[src/rtl/write_port_arbiter.sv]
// Two-requester register-bank write port: round-robin arbitration on a single
// last-grant bit, one registered write per cycle, read-forward match flags.
module write_port_arbiter #(
  parameter int DW = 32,
  parameter int AW = 5,
  parameter int CW = 16
) (
  input  logic          clk,
  input  logic          rst,
  input  logic          ReqA,
  input  logic [AW-1:0] DirA,
  input  logic [DW-1:0] DiA,
  output logic          GntA,
  input  logic          ReqB,
  input  logic [AW-1:0] DirB,
  input  logic [DW-1:0] DiB,
  output logic          GntB,
  output logic [AW-1:0] Dir,
  output logic [DW-1:0] Di,
  output logic          RegWrite,
  input  logic [AW-1:0] RA1,
  input  logic [AW-1:0] RA2,
  output logic          Fwd1,
  output logic          Fwd2,
  output logic [CW-1:0] WrCount
);

  function automatic logic [CW-1:0] sat_inc(input logic [CW-1:0] v);
    return (&v) ? v : v + CW'(1);
  endfunction

  logic          last_q;
  logic [AW-1:0] dir_q, dir_d;
  logic [DW-1:0] di_q, di_d;
  logic          wen_q, wen_d;
  logic [CW-1:0] cnt_q;
  logic          gnt_a, gnt_b, accept;

  // Last=1 means B was granted last, so A wins the next tie.
  always_comb begin
    gnt_a = 1'b0;
    gnt_b = 1'b0;
    if (!rst) begin
      if (ReqA && ReqB) begin
        gnt_a = last_q;
        gnt_b = !last_q;
      end else begin
        gnt_a = ReqA;
        gnt_b = ReqB;
      end
    end
  end

  assign accept = gnt_a || gnt_b;

  always_comb begin
    dir_d = dir_q;
    di_d  = di_q;
    wen_d = 1'b0;
    if (accept) begin
      dir_d = gnt_b ? DirB : DirA;
      di_d  = gnt_b ? DiB  : DiA;
      wen_d = (dir_d != '0);
    end
  end

  always_ff @(posedge clk) begin
    if (rst) begin
      last_q <= 1'b1;
      dir_q  <= '0;
      di_q   <= '0;
      wen_q  <= 1'b0;
      cnt_q  <= '0;
    end else begin
      dir_q <= dir_d;
      di_q  <= di_d;
      wen_q <= wen_d;
      if (accept) last_q <= gnt_b;
      if (wen_d) cnt_q <= sat_inc(cnt_q);
    end
  end

  assign GntA     = gnt_a;
  assign GntB     = gnt_b;
  assign Dir      = dir_q;
  assign Di       = di_q;
  assign RegWrite = wen_q;
  assign WrCount  = cnt_q;
  assign Fwd1     = wen_q && (dir_q == RA1);
  assign Fwd2     = wen_q && (dir_q == RA2);

endmodule

[config.mk]
export PLATFORM = sky130hd
export DESIGN_NAME = write_port_arbiter
export DESIGN_NICKNAME = d
export VERILOG_FILES = /design/src/rtl/write_port_arbiter.sv
export SDC_FILE = /design/constraint.sdc
export NUM_CORES = 1
export LEC_CHECK = 0
export CAP_MARGIN = 10
export CORE_ASPECT_RATIO = 1.5
export CORE_UTILIZATION = 42
export CTS_CLUSTER_SIZE = 10
export DETAILED_ROUTE_END_ITERATION = 6
export PLACE_DENSITY_LB_ADDON = 0.3
export SYNTH_ARGS = -nofsm -noshare
export SYNTH_HDL_FRONTEND = slang
export SYNTH_SLANG_ARGS = --single-unit
export TNS_END_PERCENT = 100
[constraint.sdc]
create_clock -name clk -period 5.13 [get_ports clk]
set_input_delay 0.7695 -clock clk [delete_from_list [all_inputs] [get_ports clk]]
set_output_delay 0.7695 -clock clk [all_outputs]
set_load 0.005 [all_outputs]
==> metrics.yaml, run 1 <==
run_status:
  outcome: "finished, final reports clean"
timing:
  finalCriticalPeriod_ns: 3.80
  rsz0062_at_grt: "no"
  skew_ns: 0.0103
  finalSetupViolations: 0
  period_share: 0.740
  fin_ws_ns: 1.33
  tightestPinTransition_ns: 0.824
  finalSetupTns_ns: 0
  slew_headroom: 0.450
  max_freq_ghz: 0.263
  slew_viol_final: 0
  hold_viol: 0
drt:
  wl_per_cell_um: 14.6
  vias: 2736
  drc: 0
  wl_mm: 7.33
  drtPass1Iterations: 4
  drtIter0Drc: 142
  postRouteAntennaNets: 0
  vias_per_cell: 5.44
layout:
  post-route-util: 0.688
  fillCellCount: 522
  antennaDiodeCount: 0
  area_growth_pct: 58.4
  nNetsFinal: 517
  drive_gt1_frac: 0.0420
  multi_input_area_mm2: 0.00145
  regArea_mm2: 0.00110
clocking:
  clkLatencyLatePin_ns: 0.30
  cts_tree: "done"
  cts_setup_buffers: 0
  cts_hold_buffers: 0
  cts_buffers: 5
  cts_root_buffer: "clkbuf_8"
  cts.path.max_buffers: 2
  cts-resized-gates: 0
  clock-sinks: 55
  h-tree-depth: 2
  path_clk_slew_ns: 0.10
global_route:
  gr-total-overflow: 0
  antenna_found_initial: 0
  grtUsageTotal: 0.226
  grt_pass1_vias: 2623
  grt_max_degree: 74
  grt_pass1_wl_mm: 11.7
floorplanning:
  ios: 146
  core_area_mm2: 0.00613
  die-width_um: 67.0
  start_util: 0.434
  die-area_mm2: 0.00667
  dieHeight_um: 99.5
  rows: 35
critical_path:
  critPathKind: "input port to output port"
  end_kind: "output port"
  arrival_ns: 3.03
  rr_endpoint: "WrCount[9]"
  worst_setup_path_start_kind: "input port"
  timing.rr.start: "WrCount[0]"
  r2r_cells: 7
  worstPathMaxFanout: 48
  reg2reg_slack_ns: 3.04
  crit_required_ns: 4.36
synthesis:
  synth_flop_cell: "dfxtp_1"
  synth_nets: 385
  syn_area_mm2: 0.00266
  avgSynthCellArea_um2: 9.00
  ys_seq_elements: 55
  seq_area_frac_synth: 0.414
  synthDistinctLibCells: 40
  synthCells: 296
  yosysWarnings: 0
  synth_enable_flop_cells: 0
  async_flop_share: 0
job:
  drv_cap: 0
worst_hold_path:
  hold_path_class: "flop to flop"
  hold_depth: 2
  hp-start: "Di[21]"
  min_to: "Di[21]"
placement:
  portBuffers: 145
  post-place-ws_ns: 1.35
  gp_congestion: 0.819
  post-dp-hpwl_mm: 5.57
pwr:
  power_density_mw_per_mm2: 222
  p_leak_nw: 1.47
  max-vdd-ir-drop_uv: 156
-- per-stage QoR --
stage                     total power, mW  instances  hold slack [ns]  instance area (um^2)
after floorplan                     0.567        296            0.468                  2660
after detailed placement            0.714        495            0.463                  4140
after CTS                           0.941        503            0.481                  4220
after global placement              0.709        495            0.454                  4140
after global routing                0.976        503            0.506                  4220
final                               0.935        503            0.478                  4220
-- Yosys cell counts (3+ instances only) --
cell type,count,share of area
o311ai_0,3,0.0099
o31ai_1,4,0.011
clkbuf_1,14,0.020
nand4_1,3,0.0070
or4_1,9,0.025
or3_1,3,0.0070
nand2_1,9,0.013
xor2_1,8,0.026
dfxtp_1,55,0.41
and3_1,6,0.014
a21oi_1,9,0.017
nor3_1,3,0.0056
o41ai_1,4,0.013
mux2i_1,36,0.14
buf_2,6,0.011
nor2_1,4,0.0056
nand3_1,48,0.090
o21ai_0,41,0.077
nor4_1,3,0.0070
inv_1,3,0.0042
-- state kept, by name, indices dropped and copies added (netlist names) --
name / flops
Di: 32
Dir: 5
RegWrite: 1
WrCount: 16
last_q: 1
-- power breakdown --
| part | internal (mW) | leakage [nW] | switching (mW) |
|---|---|---|---|
| Clock | 0.0964 | 0.0422 | 0.136 |
| Sequential | 0.458 | 0.454 | 0.0220 |
| Combinational | 0.143 | 0.976 | 0.0801 |
| Total | 0.697 | 1.47 | 0.238 |
-- worst max path at each step --
stage | from | to | cells past startpoint
detailed placement | rst | GntA | 4
global route | rst | GntA | 4
floorplan | ReqB | GntB | 3
global placement | rst | GntA | 4
finish | rst | GntA | 4
CTS | rst | GntA | 4
-- cell type report --
class / count / area share
multi-input cells: 214 / 0.345
inverters: 4 / 0.00356
clock buffers: 7 / 0.0181
flip-flops and latches: 55 / 0.261
repair buffers: 148 / 0.350
clock inverters: 1 / 0.00119
well taps: 74 / 0.0220
-- critical path: stages --
cell	delay [ns]
clkdlybuf4s50_1	0.73
inv_2	0.77
and3_1	0.26
clkdlybuf4s50_1	0.49
-- per-layer routing --
layer	GRT usage	up-vias	routed length [um]
met4	0.0835	0	128
met1	0.237	1260	2700
met3	0.0562	8	433
met5	0	-	0
li1	-	1371	-
met2	0.416	97	4070
-- cell usage in the layout (no fill, tap or decap), drive strengths merged, types with 5 or more instances in the layout --
| master | count |
|---|---|
| clkdlybuf4s50 | 145 |
| dfxtp | 55 |
| nand3 | 48 |
| o21ai | 43 |
| mux2i | 36 |
| or4 | 9 |
| a21oi | 9 |
| nand2 | 9 |
| xor2 | 8 |
| clkbuf | 7 |
| and3 | 6 |
| nor2 | 5 |
| o311ai | 5 |
-- kinds of logic (layout without fill, tap and decap cells) --
group | Yosys count | count (layout) | synth area share
mux | 37 | 37 | 0.140
xor+xnor | 10 | 10 | 0.0329
fa+ha+maj | 1 | 1 | 0.00470
flops | 55 | 55 | 0.414
compound gates | 73 | 73 | 0.171
simple gates | 93 | 93 | 0.194
buf+inv | 27 | 160 | 0.0451
Power figures use the tool's default switching activity.
==> inputs of run 2 (changes only) <==
CORE_UTILIZATION = 35   (was 42)
clock period = 3.05 ns   (was 5.13 ns; I/O delays follow)
==> run 2 against run 1 <==
Net effect:
- clock-buffer cell count is 1 lower
- sequential share of layout area is 0.43 points lower
- first-iteration DRC count is 6.3% lower
- cell count is 6.0% higher
- worst setup slack worse by 0.71 ns
- total power is 70% higher
- register-to-register slack worse by 1.9 ns
- clock power is 75% higher
- combinational power is 70% higher
- critical path type unchanged
- largest power group unchanged
==> metrics.yaml, run 2 (synthesis gave the netlist of run 1 again) <==
run_status:
  outcome: "finished, final reports clean"
drt:
  wl_mm: 7.49
  vias: 2728
  drtPass1Iterations: 4
  postRouteAntennaNets: 0
  drtIter0Drc: 133
  vias_per_cell: 5.12
  drc: 0
  wl_per_cell_um: 14.1
floorplanning:
  die-area_mm2: 0.00797
  rows: 38
  dieHeight_um: 109
  ios: 146
  core_area_mm2: 0.00727
  start_util: 0.366
  die-width_um: 73.2
timing:
  finalCriticalPeriod_ns: 2.43
  finalSetupViolations: 0
  slew_viol_final: 0
  slew_headroom: 0.613
  rsz0062_at_grt: "no"
  tightestPinTransition_ns: 0.580
  skew_ns: 0.0108
  period_share: 0.795
  finalSetupTns_ns: 0
  hold_viol: 0
  hold_ws_ns: 0.477
  fin_ws_ns: 0.625
  max_freq_ghz: 0.412
clocking:
  cts_hold_buffers: 0
  h-tree-depth: 2
  cts.path.max_buffers: 2
  cts_root_buffer: "clkbuf_8"
  cts_tree: "done"
  cts_buffers: 5
  cts-resized-gates: 0
  clock-sinks: 55
  path_clk_slew_ns: 0.10
  cts_setup_buffers: 0
  clkLatencyLatePin_ns: 0.31
layout:
  final_cell_mix: "clkdlybuf4s50_1 (145), dfxtp_1 (55), nand3_1 (48)"
  final_common_cell: "clkdlybuf4s50_1"
  fillCellCount: 661
  area_growth_pct: 61.0
  stdcell_count: 533
  antennaDiodeCount: 0
  drive_gt1_frac: 0.0531
  largest_reg_flops: 32
  nNetsFinal: 521
critical_path:
  crit_required_ns: 2.59
  path_delay_family: "buffers and inverters"
  worstPathMaxFanout: 6
  path_common_cell: "clkdlybuf4s50_1"
  path_buf_inv: 2
  slowest_stage: "clkdlybuf4s50_1"
  worst_setup_path_start_kind: "input port"
  path_cells: "clkdlybuf4s50_1, a21bo_2, nor2_4, clkdlybuf4s50_1"
  end_kind: "output port"
  critPathKind: "input port to output port"
  max_stage_delay_ns: 0.57
  arrival_ns: 1.97
placement:
  post-place-ws_ns: 0.426
  portBuffers: 145
  dp_cells: 525
  gp_congestion: 0.901
  post-dp-hpwl_mm: 5.95
pwr:
  pwr-share-clk: 0.255
  combPwrFrac: 0.238
  sequentialPowerShare: 0.507
  switchingPower_mw: 0.411
  p_total_mw: 1.59
  p_leak_nw: 1.49
  power_density_mw_per_mm2: 371
  max-vdd-ir-drop_uv: 243
  swShare: 0.259
  internal_power_mw: 1.18
global_route:
  gr-total-overflow: 0
  antenna_found_initial: 0
  grt_pass1_vias: 2630
  grtUsageTotal: 0.197
  grt_pass1_wl_mm: 12.2
  grt_max_degree: 74
worst_hold_path:
  hold_path_class: "flop to flop"
job:
  drv_cap: 0
## run 2: cell types whose count changed in the layout (fill, tap and decap cells not counted), sizes merged
cell,delta
clkinvlp,+1
inv,+1
buf,+4
clkinv,-1
clkbuf,-1
## run 2: through the flow
stage           util  cell area (um^2)
3_5_place_dp   0.577              4200
2_1_floorplan      -              2660
5_1_grt        0.589              4290
6_report       0.589              4290
4_1_cts        0.589              4290
3_3_place_gp   0.577              4200
## run 2: worst reg2reg max path, delay by kind of cell, from the launching register on
family	cells	cell delay, ns
flops	1	0.41
simple gates	2	0.61
compound gates	3	0.79
## run 2: final cells by class
type | count | area [um^2] | share of cell area
inverter | 4 | 15.0 | 0.00350
tap | 100 | 125 | 0.0292
clock inverter | 2 | 16.3 | 0.00379
timing repair buffer | 152 | 1500 | 0.351
multi-input combinational | 214 | 1450 | 0.339
clock buffer | 6 | 72.6 | 0.0169
sequential | 55 | 1100 | 0.257
## run 2: final timing paths
path              slack [ns]  cells after the start          end   start
setup / recovery        0.62                      4         GntB    ReqA
hold / removal          0.48                      2       Di[23]  Di[23]
setup reg to reg        1.17                      5  WrCount[15]  last_q
hold reg to reg         0.48                      2       Di[23]  Di[23]
## run 2: power by group through the flow
stage,Sequential [mW],Clock [mW],Combinational [mW]
floorplan,0.823,0,0.131
CTS,0.807,0.421,0.384
global placement,0.822,0,0.377
global route,0.814,0.448,0.414
detailed placement,0.824,0,0.383
finish,0.806,0.405,0.379
## run 2: per-layer routing
metal / wire [um] / vias to the layer above / global-route usage
li1: - / 1377 / -
met4: 109 / 0 / 0.0588
met1: 2690 / 1233 / 0.210
met2: 4090 / 106 / 0.368
met5: 0 / - / 0
met3: 595 / 12 / 0.0555
==> inputs of run 3 (changes only) <==
clock period = 2.11 ns   (was 3.05 ns; I/O delays follow)
==> run 3 against run 2 <==
Net effect:
- sequential share of layout area down 0.66 points
- clock power up 59%
- register-to-register slack lost 0.91 ns
- core utilization grew 1.7 points
- first-iteration DRC count fell by 23%
- largest power group unchanged
- non-clock buffer count increased by 11
- clock-buffer cell count rose by 1
- die area unchanged
- critical path type is now input port to flop
- via count grew 1.3%
- critical endpoint is now WrCount[15]
==> metrics.yaml, run 3 (synthesis gave the netlist of run 1 again) <==
layout:
  fillCellCount: 647
  nNetsFinal: 532
  drive_gt1_frac: 0.0856
  stdcell_count: 544
  antennaDiodeCount: 0
  largest_reg_flops: 32
  area_growth_pct: 65.6
  final_area_mm2: 0.00441
  final_cell_mix: "clkdlybuf4s50_1 (140), dfxtp_1 (53), nand3_1 (48)"
  final_common_cell: "clkdlybuf4s50_1"
  post-route-util: 0.606
drt:
  wl_per_cell_um: 13.9
  wl_mm: 7.58
  drtIter0Drc: 103
  drc: 0
  vias_per_cell: 5.08
  postRouteAntennaNets: 0
  vias: 2764
  drtPass1Iterations: 4
pwr:
  p_leak_nw: 1.58
  power_density_mw_per_mm2: 540
  max-vdd-ir-drop_uv: 494
  p_total_mw: 2.38
placement:
  dp_cells: 536
  post-dp-hpwl_mm: 5.98
  portBuffers: 145
  placed_cell_area_mm2: 0.00431
  gp_congestion: 0.867
floorplanning:
  start_util: 0.366
  core_area_mm2: 0.00727
  dieHeight_um: 109
  die-area_mm2: 0.00797
  die-width_um: 73.2
  rows: 38
  ios: 146
job:
  drv_cap: 0
clocking:
  cts_root_buffer: "clkbuf_8"
  clkLatencyLatePin_ns: 0.30
  cts_setup_buffers: 0
  cts_tree: "done"
  cts_buffers: 5
  path_clk_slew_ns: 0.10
  h-tree-depth: 2
  clock-sinks: 55
  cts.path.max_buffers: 2
critical_path:
  worst_setup_path_start_kind: "input port"
  slowest_stage: "or4_1"
  timing.rr.start: "WrCount[0]"
  path_buf_inv: 1
  crit_required_ns: 2.35
  critPathKind: "input port to flop"
  end_kind: "flop"
  max_stage_delay_ns: 0.56
  worstPathMaxFanout: 29
  crit_path_start: "ReqB"
  path_cells: "clkdlybuf4s50_1, a21boi_2, a21oi_1, o32a_4, or4_1, a21oi_2"
  arrival_ns: 2.27
  path_delay_family: "compound AO/OA/AOI/OAI gates"
timing:
  hold_viol: 0
  finalSetupViolations: 0
  tightestPinTransition_ns: 0.595
  finalCriticalPeriod_ns: 2.03
  max_freq_ghz: 0.493
  slew_viol_final: 0
  rsz0062_at_grt: "yes"
  period_share: 0.961
  hold_ws_ns: 0.475
  slew_headroom: 0.603
  skew_ns: 0.00799
global_route:
  grt_max_degree: 74
  gr-total-overflow: 0
  grt_pass1_vias: 2666
  antenna_found_initial: 0
  grtUsageTotal: 0.191
  grt_pass1_wl_mm: 11.9
run_status:
  outcome: "finished, final reports clean"
worst_hold_path:
  hp-start: "Di[14]"
  hold_path_class: "flop to flop"
==> run 3: changes by cell type in the layout (fill, tap and decap cells not counted), sizes merged <==
cell / before / now
inv: 5 / 4
buf: 7 / 18
clkbuf: 6 / 7
dlygate4sd2: 0 / 5
clkdlybuf4s50: 145 / 140
==> run 3: stage by stage <==
| step | setup WS, ns | TNS, ns |
|---|---|---|
| after detailed placement | -0.215 | -2.50 |
| after global routing | -0.00723 | -0.0193 |
| after floorplan | 0.291 | 0 |
| after global placement | -0.194 | -1.95 |
| after CTS | 0.0964 | 0 |
| final | 0.0833 | 0 |
==> run 3: repair_timing <==
action                     4_1_cts  5_1_grt
hold buffers                     0        0
gates resized for setup          7        1
pin swaps                        4        1
setup endpoints to repair        4        4
==> run 3: where the power goes <==
group          internal, mW  leakage, nW  switching (mW)
registers              1.11        0.455          0.0534
logic                 0.369         1.07           0.201
clock network         0.299       0.0505           0.344
total                  1.78         1.58           0.598
==> run 3: layout make-up <==
| type | instances | area [um^2] | area share |
|---|---|---|---|
| Timing Repair Buffer | 163 | 1610 | 0.364 |
| Multi-Input combinational cell | 214 | 1460 | 0.330 |
| Sequential cell | 55 | 1100 | 0.250 |
| Tap cell | 100 | 125 | 0.0284 |
| Clock buffer | 7 | 96.3 | 0.0219 |
| Inverter | 4 | 15.0 | 0.00341 |
| Clock inverter | 1 | 7.51 | 0.00170 |
==> run 3: worst reg2reg max path, delay by kind of cell, from the launching register on <==
family	cells	cell delay, ns
simple gates	4	1.03
flops	1	0.38
fa+ha+maj	1	0.29
compound gates	1	0.11
==> run 3: metal layers <==
| layer | routed length, um | vias up | track usage |
|---|---|---|---|
| met2 | 4100 | 100 | 0.372 |
| met1 | 2870 | 1257 | 0.194 |
| met4 | 105 | 0 | 0.0518 |
| met5 | 0 | - | 0 |
| met3 | 517 | 11 | 0.0499 |
| li1 | - | 1396 | - |
==> run 3: worst paths after layout <==
path / slack, ns / end / depth (start not counted)
setup / recovery: 0.08 / WrCount[15] / 6
hold / removal: 0.48 / Di[14] / 2
setup reg to reg: 0.26 / WrCount[9] / 6
hold reg to reg: 0.48 / Di[14] / 2
